`src/rtl/chu_debounce_pkg.sv`:
```
// rtl/chu_debounce_pkg.sv - shared register offsets for the debounce slot core
//
// Purpose: word offsets of the slot registers, imported by the core.
// Ports:   none (package).
package chu_debounce_pkg;

  localparam logic [4:0] DB_REG_RAW  = 5'd0;  // synchronized raw inputs
  localparam logic [4:0] DB_REG_DB   = 5'd1;  // debounced level
  localparam logic [4:0] DB_REG_RISE = 5'd2;  // sticky rising-edge capture, W1C
  localparam logic [4:0] DB_REG_FALL = 5'd3;  // sticky falling-edge capture, W1C (optional)

endpackage

```
`src/rtl/chu_debounce_core_bit.sv`:
```
// rtl/chu_debounce_core_bit.sv - per-bit debounce counter and accepted level
//
// Purpose: accepts a new level only after STABLE consecutive sample ticks
//          disagree with the current level; any agreeing tick restarts.
// Ports:
//   clk        in  system clock
//   reset      in  synchronous, active-high
//   tick_i     in  one-cycle sample strobe from the prescaler
//   sample_i   in  synchronized input bit
//   db_o       out current debounced level (registered)
//   db_next_o  out level the register takes on the next edge, so the
//                  parent can capture edges in the same cycle db changes
module debounce_bit #(
  parameter int STABLE = 4
) (
  input  logic clk,
  input  logic reset,
  input  logic tick_i,
  input  logic sample_i,
  output logic db_o,
  output logic db_next_o
);

  localparam int CW = (STABLE > 1) ? $clog2(STABLE) : 1;

  logic [CW-1:0] cnt_q, cnt_d;
  logic          db_q, db_d;

  always_comb begin
    cnt_d = cnt_q;
    db_d  = db_q;
    if (tick_i) begin
      if (sample_i == db_q) begin
        cnt_d = '0;
      end else if (cnt_q == CW'(STABLE - 1)) begin
        db_d  = sample_i;
        cnt_d = '0;
      end else begin
        cnt_d = cnt_q + 1'b1;
      end
    end
  end

  always_ff @(posedge clk) begin
    if (reset) begin
      cnt_q <= '0;
      db_q  <= 1'b0;
    end else begin
      cnt_q <= cnt_d;
      db_q  <= db_d;
    end
  end

  assign db_o      = db_q;
  assign db_next_o = db_d;

endmodule

```
`src/rtl/chu_debounce_core.sv`:
```
// rtl/chu_debounce_core.sv - MMIO slot core debouncing W raw button/switch inputs
//
// Purpose: synchronizes din, debounces each bit on a prescaled sample tick,
//          captures sticky rising edges and exposes them on the slot bus.
// Config:  define DB_FALL_EDGE_EN to add a sticky falling-edge register at
//          address 3; otherwise address 3 reads 0 and ignores writes.
// Ports:
//   clk      in  system clock
//   reset    in  synchronous, active-high
//   cs       in  slot select
//   read     in  read strobe (reads have no side effects, so it is unused)
//   write    in  write strobe
//   addr     in  [4:0] word address
//   rd_data  out [31:0] read data, combinational from addr
//   wr_data  in  [31:0] write data
//   din      in  [W-1:0] raw asynchronous inputs
module chu_debounce_core
  import chu_debounce_pkg::*;
#(
  parameter int W        = 8,
  parameter int TICK_DIV = 50000,
  parameter int STABLE   = 4
) (
  input  logic         clk,
  input  logic         reset,
  input  logic         cs,
  input  logic         read,
  input  logic         write,
  input  logic [4:0]   addr,
  output logic [31:0]  rd_data,
  input  logic [31:0]  wr_data,
  input  logic [W-1:0] din
);

  localparam int PW = (TICK_DIV > 1) ? $clog2(TICK_DIV) : 1;

  logic [W-1:0]  sync1_q, sync2_q;
  logic [PW-1:0] pre_q, pre_d;
  logic          tick;
  logic [W-1:0]  db, db_next;
  logic [W-1:0]  rise_q, rise_d, rise_clr;
  logic          unused_bus;

  // Strobes and upper write bits carry no meaning for this core.
  assign unused_bus = ^{read, wr_data};

  assign tick  = (pre_q == PW'(TICK_DIV - 1));
  assign pre_d = tick ? '0 : pre_q + 1'b1;

  always_ff @(posedge clk) begin
    if (reset) begin
      sync1_q <= '0;
      sync2_q <= '0;
      pre_q   <= '0;
    end else begin
      sync1_q <= din;
      sync2_q <= sync1_q;
      pre_q   <= pre_d;
    end
  end

  for (genvar i = 0; i < W; i++) begin : g_bit
    debounce_bit #(.STABLE(STABLE)) u_bit (
      .clk       (clk),
      .reset     (reset),
      .tick_i    (tick),
      .sample_i  (sync2_q[i]),
      .db_o      (db[i]),
      .db_next_o (db_next[i])
    );
  end

  // Set is OR-ed after the clear so a new edge survives a same-cycle W1C.
  assign rise_clr = (cs && write && addr == DB_REG_RISE) ? wr_data[W-1:0] : '0;
  assign rise_d   = (rise_q & ~rise_clr) | (db_next & ~db);

  always_ff @(posedge clk) begin
    if (reset) rise_q <= '0;
    else       rise_q <= rise_d;
  end

`ifdef DB_FALL_EDGE_EN
  logic [W-1:0] fall_q, fall_d, fall_clr;

  assign fall_clr = (cs && write && addr == DB_REG_FALL) ? wr_data[W-1:0] : '0;
  assign fall_d   = (fall_q & ~fall_clr) | (~db_next & db);

  always_ff @(posedge clk) begin
    if (reset) fall_q <= '0;
    else       fall_q <= fall_d;
  end
`endif

  always_comb begin
    rd_data = '0;
    case (addr)
      DB_REG_RAW:  rd_data = 32'(sync2_q);
      DB_REG_DB:   rd_data = 32'(db);
      DB_REG_RISE: rd_data = 32'(rise_q);
`ifdef DB_FALL_EDGE_EN
      DB_REG_FALL: rd_data = 32'(fall_q);
`endif
      default:     rd_data = '0;
    endcase
  end

endmodule
```
`config.mk`:
```
export PLATFORM = sky130hd
export DESIGN_NAME = chu_debounce_core
export DESIGN_NICKNAME = d
export VERILOG_FILES = /design/src/rtl/chu_debounce_pkg.sv /design/src/rtl/chu_debounce_core_bit.sv /design/src/rtl/chu_debounce_core.sv
export SDC_FILE = /design/constraint.sdc
export NUM_CORES = 1
export LEC_CHECK = 0
export ABC_CLOCK_PERIOD_IN_PS = 6000
export CAP_MARGIN = 20
export CORE_AREA = 2 2 71 73
export CTS_BUF_LIST = sky130_fd_sc_hd__clkbuf_16
export CTS_CLUSTER_SIZE = 8
export DETAILED_ROUTE_END_ITERATION = 7
export DIE_AREA = 0 0 73 75
export DONT_BUFFER_PORTS = 1
export GPL_TIMING_DRIVEN = 1
export PLACE_DENSITY = 0.8
export SLEW_MARGIN = 20
export SYNTH_ARGS = -nofsm -noshare
export SYNTH_HDL_FRONTEND = slang
export SYNTH_SLANG_ARGS = --single-unit
export TNS_END_PERCENT = 20
```
`constraint.sdc`:
```
create_clock -name clk -period 6 [get_ports clk]
set_clock_uncertainty 0.15 [all_clocks]
set_input_delay 0.9 -clock clk [delete_from_list [all_inputs] [get_ports clk]]
set_output_delay 0.9 -clock clk [all_outputs]
set_load 0.01 [all_outputs]
```
==> results.toml, run 1 <==
[run_status]
status = "finished, final reports clean"

[power]
p_leak_nw = 1.23
peakVddDrop_uv = 294
p_per_area_mw_per_mm2 = 317

[timing]
rsz0062_at_grt = "no"
worst_pin_slew_ns = 0.565
finalCritPeriodShare = 0.508
final_hold_viol_count = 0
report.final.slew_viol_count = 0
max_freq_mhz = 328
fin_ws_ns = 2.95
whs_ns = 0.285
layout_min_cycle_time_ns = 3.05
max-slew-margin-rel = 0.623
fin_tns_setup_ns = 0
setup_viol = 0

[grt]
grt_usage = 0.204
antenna_found_initial = 0
grt_overflow = 0
grt_max_degree = 51
grt_pass1_wl_um = 8370
grt_pass1_vias = 1890

[routing]
wl_per_cell_um = 13.7
dr.pass1.iters = 4
vias = 2160
wl_um = 5310
drc = 0
viasPerCell = 5.57
first_iter_violations = 121
ant_nets = 0

[final_layout]
area_delta_synth_final_pct = 9.02
diodes = 0
nets = 388
drive_above_1_share = 0.0808

[worst_setup_path]
start_kind = "primary input"
end_kind = "primary output"
cp_max_fo = 10
path_class = "primary input to primary output"
rr_startpoint = "pre_q[7]$_SDFF_PP0_"
cp.arrival_ns = 2.00
crit_required_ns = 4.95
setup.worst_path.start = "addr[3]"

[clock_network]
ctsRootBufferMaster = "clkbuf_16"
cts_buffers = 9
holdBufCountCts = 0
cts_tree = "done"
cts.htree.levels = 3
cts_buffer_depth = 2
path_clk_slew_ns = 0.05
post-cts-setup-buffers = 0
clkSinkCount = 64
insertion_delay_ns = 0.32
cts_resized = 0

[min_path]
hp-start = "sync1_q[7]$_SDFF_PP0_"
hp-class = "flop to flop"

[yosys]
ys_async_sr_fraction = 0
yosys_warnings = 0
synth-seq-cells = 64
syn-cell-area_mm2 = 0.00301
synth_cell_types = 32
synth-edff-count = 0
synth_ff_type = "dfxtp_1"
avgSynthCellArea_um2 = 9.09
synth_seq_area_share = 0.426
netlist_instances = 331

[place]
portBuffers = 0
pre_cts_ws_ns = 2.92
hpwl_um = 3390
place_congestion = 0.730

[die]
io_pins = 82
core_area_mm2 = 0.00466
rows = 25
die_area_mm2 = 0.00548
fp.dieW_um = 73
start_util = 0.646
chipHeight_um = 75

[job]
cap_viol_max_count = 0
final timing paths:
path | endpoint | slack [ns] | depth (start not counted)
setup / recovery | rd_data[4] | 2.95 | 5
hold / removal | sync2_q[7]$_SDFF_PP0_ | 0.29 | 1
setup reg to reg | g_bit[2].u_bit.cnt_q[0]$_SDFFE_PP0N_ | 3.38 | 4
hold reg to reg | sync2_q[7]$_SDFF_PP0_ | 0.29 | 1
flip-flops by register name, indices dropped and copies added, names as in the netlist:
register	count
g_bit.u_bit.cnt_q	16
g_bit.u_bit.db_o	8
pre_q	16
rise_q	8
sync1_q	8
sync2_q	8
through the flow:
stage,power [mW],area [um2],instances,utilization
2_1_floorplan,0.482,3100,354,-
3_3_place_gp,0.468,2950,372,0.632
3_5_place_dp,0.468,2950,372,0.632
4_1_cts,1.05,3280,388,0.704
5_1_grt,1.07,3280,388,0.704
6_report,1.04,3280,388,0.704
cells in the final DEF, fill, tap and decap left out, types with 4 or more instances in the layout:
cell type and count:
dfxtp_1 64, nand2_1 30, nor2_1 26, conb_1 24, nor2b_1 22, a21oi_1 17, xnor2_1 16, mux2i_1 14
nand3_1 14, ha_1 9, clkbuf_16 9, o21ai_0 8, a21boi_0 8, and3_1 8, o21ba_2 8, nand4b_1 8
or4_1 7, xor2_1 6, nor3_1 5, inv_1 5, nand4_1 4
metal layers:
layer | up-vias | track usage | share of wire
met1 | 1002 | 0.250 | 0.47
met3 | 6 | 0.0643 | 0.056
met5 | - | 0 | 0
met2 | 59 | 0.323 | 0.45
met4 | 0 | 0.105 | 0.015
li1 | 1093 | - | -
worst max-delay path, cell delays in order:
cell,delay (ns)
nor3_1,0.17
buf_4,0.20
and3b_1,0.42
nand2_1,0.11
o21ai_0,0.20
where the power goes:
group / switching [mW] / leakage, nW / internal, mW
registers: 0.00478 / 0.519 / 0.432
clock network: 0.178 / 0.167 / 0.402
logic: 0.0142 / 0.542 / 0.00894
total: 0.197 / 1.23 / 0.843
synth_stat cells (2+ instances only):
cell type / count / area, um2
a21boi_0: 8 / 60.1
a21oi_1: 17 / 85.1
and3_1: 8 / 50.1
buf_2: 2 / 10.0
buf_4: 25 / 188
clkbuf_1: 10 / 37.5
dfxtp_1: 64 / 1280
ha_1: 9 / 113
inv_1: 4 / 15.0
mux2i_1: 14 / 140
nand2_1: 30 / 113
nand2b_1: 2 / 12.5
nand3_1: 14 / 70.1
nand4_1: 4 / 25.0
nand4b_1: 8 / 70.1
nand4bb_1: 2 / 22.5
nor2_1: 26 / 97.6
nor2b_1: 22 / 138
nor3_1: 5 / 25.0
nor4_1: 4 / 25.0
o21ai_0: 8 / 40.0
o21ba_2: 8 / 80.1
or4_1: 7 / 52.6
or4b_1: 2 / 20.0
xnor2_1: 16 / 140
xor2_1: 6 / 52.6
logic make-up (layout without fill, tap and decap cells):
logic type               count (synthesis)  after routing  share of synthesized area
flip-flops                              64             64                      0.426
adder cells (fa/ha/maj)                  9              9                     0.0374
other                                    1             24                    0.00125
multiplexers                            15             15                     0.0503
XOR/XNOR                                22             22                     0.0640
AND/OR/NAND/NOR                        137            137                      0.249
AO/OA/AOI/OAI                           41             41                     0.0881
buffers and inverters                   42             22                     0.0848
layout make-up:
cell class | instances | area (um2)
multi-input combinational | 248 | 1570
fill | 357 | 1380
sequential | 64 | 1280
clock buffer | 9 | 225
clock inverter | 7 | 111
tap | 54 | 67.6
timing repair buffer | 2 | 15.0
inverter | 4 | 15.0
No activity file was read; power rests on OpenSTA's default activity.
==> inputs of run 2 (changes only) <==
--- a/config.mk
+++ b/config.mk
@@ -5,16 +5,17 @@
 export SDC_FILE = /design/constraint.sdc
 export NUM_CORES = 1
 export LEC_CHECK = 0
-export ABC_CLOCK_PERIOD_IN_PS = 6000
+export ABC_AREA = 1
+export ABC_CLOCK_PERIOD_IN_PS = 2600
 export CAP_MARGIN = 20
-export CORE_AREA = 2 2 71 73
+export CORE_AREA = 2 2 80 82
 export CTS_BUF_LIST = sky130_fd_sc_hd__clkbuf_16
 export CTS_CLUSTER_SIZE = 8
 export DETAILED_ROUTE_END_ITERATION = 7
-export DIE_AREA = 0 0 73 75
+export DIE_AREA = 0 0 82 84
 export DONT_BUFFER_PORTS = 1
 export GPL_TIMING_DRIVEN = 1
-export PLACE_DENSITY = 0.8
+export PLACE_DENSITY = 0.74
 export SLEW_MARGIN = 20
 export SYNTH_ARGS = -nofsm -noshare
 export SYNTH_HDL_FRONTEND = slang
==> constraint.sdc (replaced) <==
create_clock -name clk -period 2.6 [get_ports clk]
set_clock_uncertainty 0.15 [all_clocks]
set_input_delay 0.39 -clock clk [delete_from_list [all_inputs] [get_ports clk]]
set_output_delay 0.39 -clock clk [all_outputs]
set_load 0.01 [all_outputs]
==> run 2 against run 1 <==
- routed wire length grew 23%
- core utilization fell by 12 points
- critical endpoint is now pre_q[9]$_SDFF_PP0_
- combinational power rose to 3.3 times the previous value
- total power grew 120%
==> results.toml, run 2 <==
[die]
core_area_mm2 = 0.00610
fp.dieW_um = 82
die_area_mm2 = 0.00689
rows = 29
chipHeight_um = 84
start_util = 0.547
io_pins = 82

[worst_setup_path]
start_kind = "flop"
cp_max_fo = 25
path_class = "flop to flop"
critPathTopFamily = "simple AND/OR/NAND/NOR gates"
end_kind = "flop"
crit_slowest_cell = "nand2_2"
cp.arrival_ns = 1.98
cpPeakStageDelay_ns = 0.36
crit_path_cell_trace = "ha_1 > nand3_2 > nor3_1 > nand2_2 > nand2_4 > nor2_1"
crit_required_ns = 2.66
path_buf_inv = 0

[grt]
grt_overflow = 0
grt_usage = 0.213
grt_pass1_vias = 2561
antenna_found_initial = 0
grt_max_degree = 58
grt_pass1_wl_um = 11300

[timing]
worst_pin_slew_ns = 0.621
final_hold_viol_count = 0
layout_min_cycle_time_ns = 1.92
setup_viol = 0
finalCritPeriodShare = 0.737
max-slew-margin-rel = 0.585
max_freq_mhz = 522
rsz0062_at_grt = "no"
report.final.slew_viol_count = 0
fin_tns_setup_ns = 0

[clock_network]
path_clk_slew_ns = 0.05
cts_buffers = 9
ctsRootBufferMaster = "clkbuf_16"
cts_tree = "done"
clkSinkCount = 64
cts_buffer_depth = 2
insertion_delay_ns = 0.33
cts.htree.levels = 3

[routing]
wl_um = 6550
ant_nets = 0
wl_per_cell_um = 11.8
dr.pass1.iters = 4
drc = 0
vias = 2762
viasPerCell = 4.98
first_iter_violations = 156

[power]
p_per_area_mw_per_mm2 = 633
peakVddDrop_uv = 585
p_leak_nw = 1.54

[yosys]
synth_top_cell_area_share = 0.384
avgSynthCellArea_um2 = 7.04
synth.area.top_cells = "dfxtp_1 38%, nand2_1 12%, nand3_1 11%"
synth_ff_type = "dfxtp_1"
synth.most_common_cell = "nand2_1"
synth-edff-count = 0
yosys_warnings = 0
netlist_instances = 474
synth-seq-cells = 64
synth_common_cells = "109 x nand2_1, 72 x nand3_1, 64 x dfxtp_1"
syn-cell-area_mm2 = 0.00334
ys_async_sr_fraction = 0
synth_seq_area_share = 0.384
synth_cell_types = 28
synth_top_cell_by_area = "dfxtp_1"

[final_layout]
final_cell_mix = "109 x nand2_1, 72 x nand3_1, 64 x dfxtp_1"
final_cells = 555
top_regs = "g_bit.u_bit.cnt_q x16, pre_q x16"
area_delta_synth_final_pct = 6.41
diodes = 0
multiInputGateArea_mm2 = 0.00162
final_common_cell = "nand2_1"
fillers = 562
drive_above_1_share = 0.0628
nets = 532
ff_latch_area_mm2 = 0.00128

[place]
hpwl_um = 4350
portBuffers = 0
place_inst = 538
place_congestion = 0.855

[job]
cap_viol_max_count = 0

[run_status]
status = "finished, final reports clean"

[min_path]
hp-class = "primary input to flop"
[run 2: worst reg2reg max path, delay by kind of cell (launching register included)]
| kind | cells | cell delay (ns) |
|---|---|---|
| DFF | 1 | 0.35 |
| adders and majority gates | 1 | 0.23 |
| and+or+nand+nor | 5 | 1.07 |
[run 2: metrics by stage]
step	area, um2	hold slack (ns)	setup WS [ns]	util	power [mW]
finish	3550	0.0111	0.684	0.582	2.25
global route	3550	0.0121	0.535	0.582	2.32
CTS	3550	0.00490	0.658	0.582	2.26
detailed placement	3250	0.246	0.666	0.533	1.10
global placement	3250	0.239	0.687	0.533	1.10
floorplan	3420	0.238	0.892	-	1.12
[run 2: logic make-up after synthesis]
logic type	count (synthesis)	synth area share
AND/OR/NAND/NOR	270	0.365
buffers and inverters	99	0.156
flip-flops	64	0.384
AO/OA/AOI/OAI	20	0.0308
XOR/XNOR	11	0.0289
adder cells (fa/ha/maj)	9	0.0338
other	1	0.00112
[run 2: area by class of cell]
class                           instances  share of cell area
Clock inverter                          7              0.0180
Tap cell                               77              0.0271
Inverter                               59              0.0627
Sequential cell                        64               0.361
Clock buffer                            9              0.0634
Multi-Input combinational cell        334               0.456
Timing Repair Buffer                    5              0.0113
[run 2: what timing repair did]
item	4_1_cts	5_1_grt
buffers inserted	0	0
endpoints found under the hold margin	16	0
hold buffers	1	0
gates resized for setup	0	0
setup endpoints to repair	0	0
[run 2: layer usage]
metal | up-vias | global-route usage | routed length (um)
met1 | 1242 | 0.269 | 3030
met5 | - | 0 | 0
li1 | 1453 | - | -
met3 | 11 | 0.0552 | 244
met4 | 0 | 0.0939 | 132
met2 | 56 | 0.338 | 3150
[run 2: power by group]
| group | switching [mW] | leakage, nW | internal [mW] | total (mW) |
|---|---|---|---|---|
| logic | 0.0575 | 0.880 | 0.0184 | 0.0759 |
| registers | 0.0102 | 0.519 | 0.997 | 1.01 |
| clock network | 0.431 | 0.144 | 0.732 | 1.16 |
[run 2: final timing paths]
kind | startpoint | endpoint | slack, ns | cells past startpoint
max | pre_q[0]$_SDFF_PP0_ | pre_q[9]$_SDFF_PP0_ | 0.68 | 6
min | din[0] | sync1_q[0]$_SDFF_PP0_ | 0.01 | 2
max reg2reg | pre_q[0]$_SDFF_PP0_ | pre_q[9]$_SDFF_PP0_ | 0.68 | 6
min reg2reg | sync1_q[1]$_SDFF_PP0_ | sync2_q[1]$_SDFF_PP0_ | 0.25 | 2
==> inputs of run 3 (changes only) <==
--- a/config.mk
+++ b/config.mk
@@ -6,7 +6,7 @@
 export NUM_CORES = 1
 export LEC_CHECK = 0
 export ABC_AREA = 1
-export ABC_CLOCK_PERIOD_IN_PS = 2600
+export ABC_CLOCK_PERIOD_IN_PS = 1700
 export CAP_MARGIN = 20
 export CORE_AREA = 2 2 80 82
 export CTS_BUF_LIST = sky130_fd_sc_hd__clkbuf_16
==> constraint.sdc (replaced) <==
create_clock -name clk -period 1.7 [get_ports clk]
set_clock_uncertainty 0.15 [all_clocks]
set_input_delay 0.255 -clock clk [delete_from_list [all_inputs] [get_ports clk]]
set_output_delay 0.255 -clock clk [all_outputs]
set_load 0.01 [all_outputs]
==> run 3 against run 2 <==
- routed wire length grew 3.5%
- flip-flop and latch count unchanged
- via count is 4.4% higher
- hold slack better by 0.080 ns
- global-route usage down 0.67 points
- non-clock buffer count rose by 21
- sequential share of layout area decreased by 1.9 points
- largest cell class unchanged
==> results.toml, run 3 (same netlist as run 2, synthesis figures left out) <==
[routing]
dr.pass1.iters = 4
vias = 2884
ant_nets = 0
first_iter_violations = 121
wl_um = 6780
drc = 0
wl_per_cell_um = 11.8
viasPerCell = 5.01

[worst_setup_path]
reg2reg_to = "rise_q[2]$_SDFF_PP0_"
reg2reg_depth = 8
start_kind = "flop"
r2r_slack_ns = 0.13
cp.arrival_ns = 1.68
rr_startpoint = "pre_q[0]$_SDFF_PP0_"
crit_required_ns = 1.82
cp_max_fo = 32
path_class = "flop to flop"
end_kind = "flop"

[clock_network]
path_clk_slew_ns = 0.05
cts.htree.levels = 3
ctsRootBufferMaster = "clkbuf_16"
cts_buffer_depth = 2
post-cts-setup-buffers = 0
cts_buffers = 9
cts_tree = "done"
clkSinkCount = 64
insertion_delay_ns = 0.32

[grt]
grt_max_degree = 33
grt_overflow = 0
antenna_found_initial = 0
grt_pass1_vias = 2602
grt_usage = 0.207
grt_pass1_wl_um = 11100

[timing]
report.final.slew_viol_count = 0
whs_ns = 0.0907
setup_viol = 0
max-slew-margin-rel = 0.355
fin_ws_ns = 0.135
max_freq_mhz = 639
fin_tns_setup_ns = 0
layout_min_cycle_time_ns = 1.57
finalCritPeriodShare = 0.921
rsz0062_at_grt = "no"
final_hold_viol_count = 0
worst_pin_slew_ns = 0.968

[place]
place_congestion = 0.850
portBuffers = 0
hpwl_um = 4460
place_area_mm2 = 0.00331
pre_cts_ws_ns = 0.105
place_inst = 543

[final_layout]
final_common_cell = "nand2_1"
drive_above_1_share = 0.0701
fillers = 526
final_cells = 576
ff_latch_area_mm2 = 0.00128
final_cell_mix = "109 x nand2_1, 72 x nand3_1, 64 x dfxtp_1"
area_delta_synth_final_pct = 12.3
utilization = 0.615
diodes = 0
top_regs = "g_bit.u_bit.cnt_q x16, pre_q x16"
multiInputGateArea_mm2 = 0.00163
nets = 553
fin_area_mm2 = 0.00375

[die]
core_area_mm2 = 0.00610
rows = 29
fp.dieW_um = 82
die_area_mm2 = 0.00689
start_util = 0.547
chipHeight_um = 84
io_pins = 82

[min_path]
hp-start = "reset"
hold_path_end = "g_bit[3].u_bit.db_o$_SDFF_PP0_"
hold_depth = 3
hp-class = "primary input to flop"

[power]
finalPower_mw = 3.25
p_per_area_mw_per_mm2 = 869
p_leak_nw = 1.65
peakVddDrop_uv = 728

[run_status]
status = "finished, final reports clean"

[job]
cap_viol_max_count = 0
## run 3: area by class of cell
type / count / area share
inverters: 59 / 0.0594
repair buffers: 26 / 0.0708
clock inverters: 7 / 0.00835
well taps: 77 / 0.0257
flip-flops and latches: 64 / 0.342
multi-input cells: 334 / 0.434
clock buffers: 9 / 0.0601
## run 3: worst max path at each step
stage                                      endpoint           startpoint  slack [ns]
2_1_floorplan                   pre_q[9]$_SDFF_PP0_  pre_q[0]$_SDFF_PP0_        0.20
3_3_place_gp   g_bit[2].u_bit.cnt_q[1]$_SDFFE_PP0N_  pre_q[0]$_SDFF_PP0_        0.14
3_5_place_dp   g_bit[7].u_bit.cnt_q[1]$_SDFFE_PP0N_  pre_q[0]$_SDFF_PP0_        0.10
4_1_cts                        rise_q[3]$_SDFF_PP0_                reset        0.05
5_1_grt                        rise_q[2]$_SDFF_PP0_  pre_q[0]$_SDFF_PP0_       0.009
6_report                       rise_q[2]$_SDFF_PP0_  pre_q[0]$_SDFF_PP0_        0.13
## run 3: layer usage
metal / global-route usage / wire [um]
met1: 0.257 / 3040
met4: 0.0924 / 58
met5: 0 / 0
met2: 0.338 / 3390
met3: 0.0422 / 289
## run 3: timing repair
action | in CTS | in global routing
endpoints found under the setup margin | 0 | 38
endpoints found under the hold margin | 24 | 0
gates resized for setup | 0 | 2
hold buffers | 17 | 0
## run 3: power by group
group	internal [mW]	leakage (nW)	switching, mW
logic	0.0561	0.989	0.0996
registers	1.53	0.519	0.0144
clock network	0.956	0.139	0.602
## run 3: critical path, cell delays in order, from the launching register on
cell and delay (ns):
dfxtp_1 0.35, ha_1 0.23, nand3_2 0.13, clkinv_2 0.08, nand2_2 0.06, nor2_4 0.13
buf_12 0.19, nand4_1 0.11, nand2_1 0.08
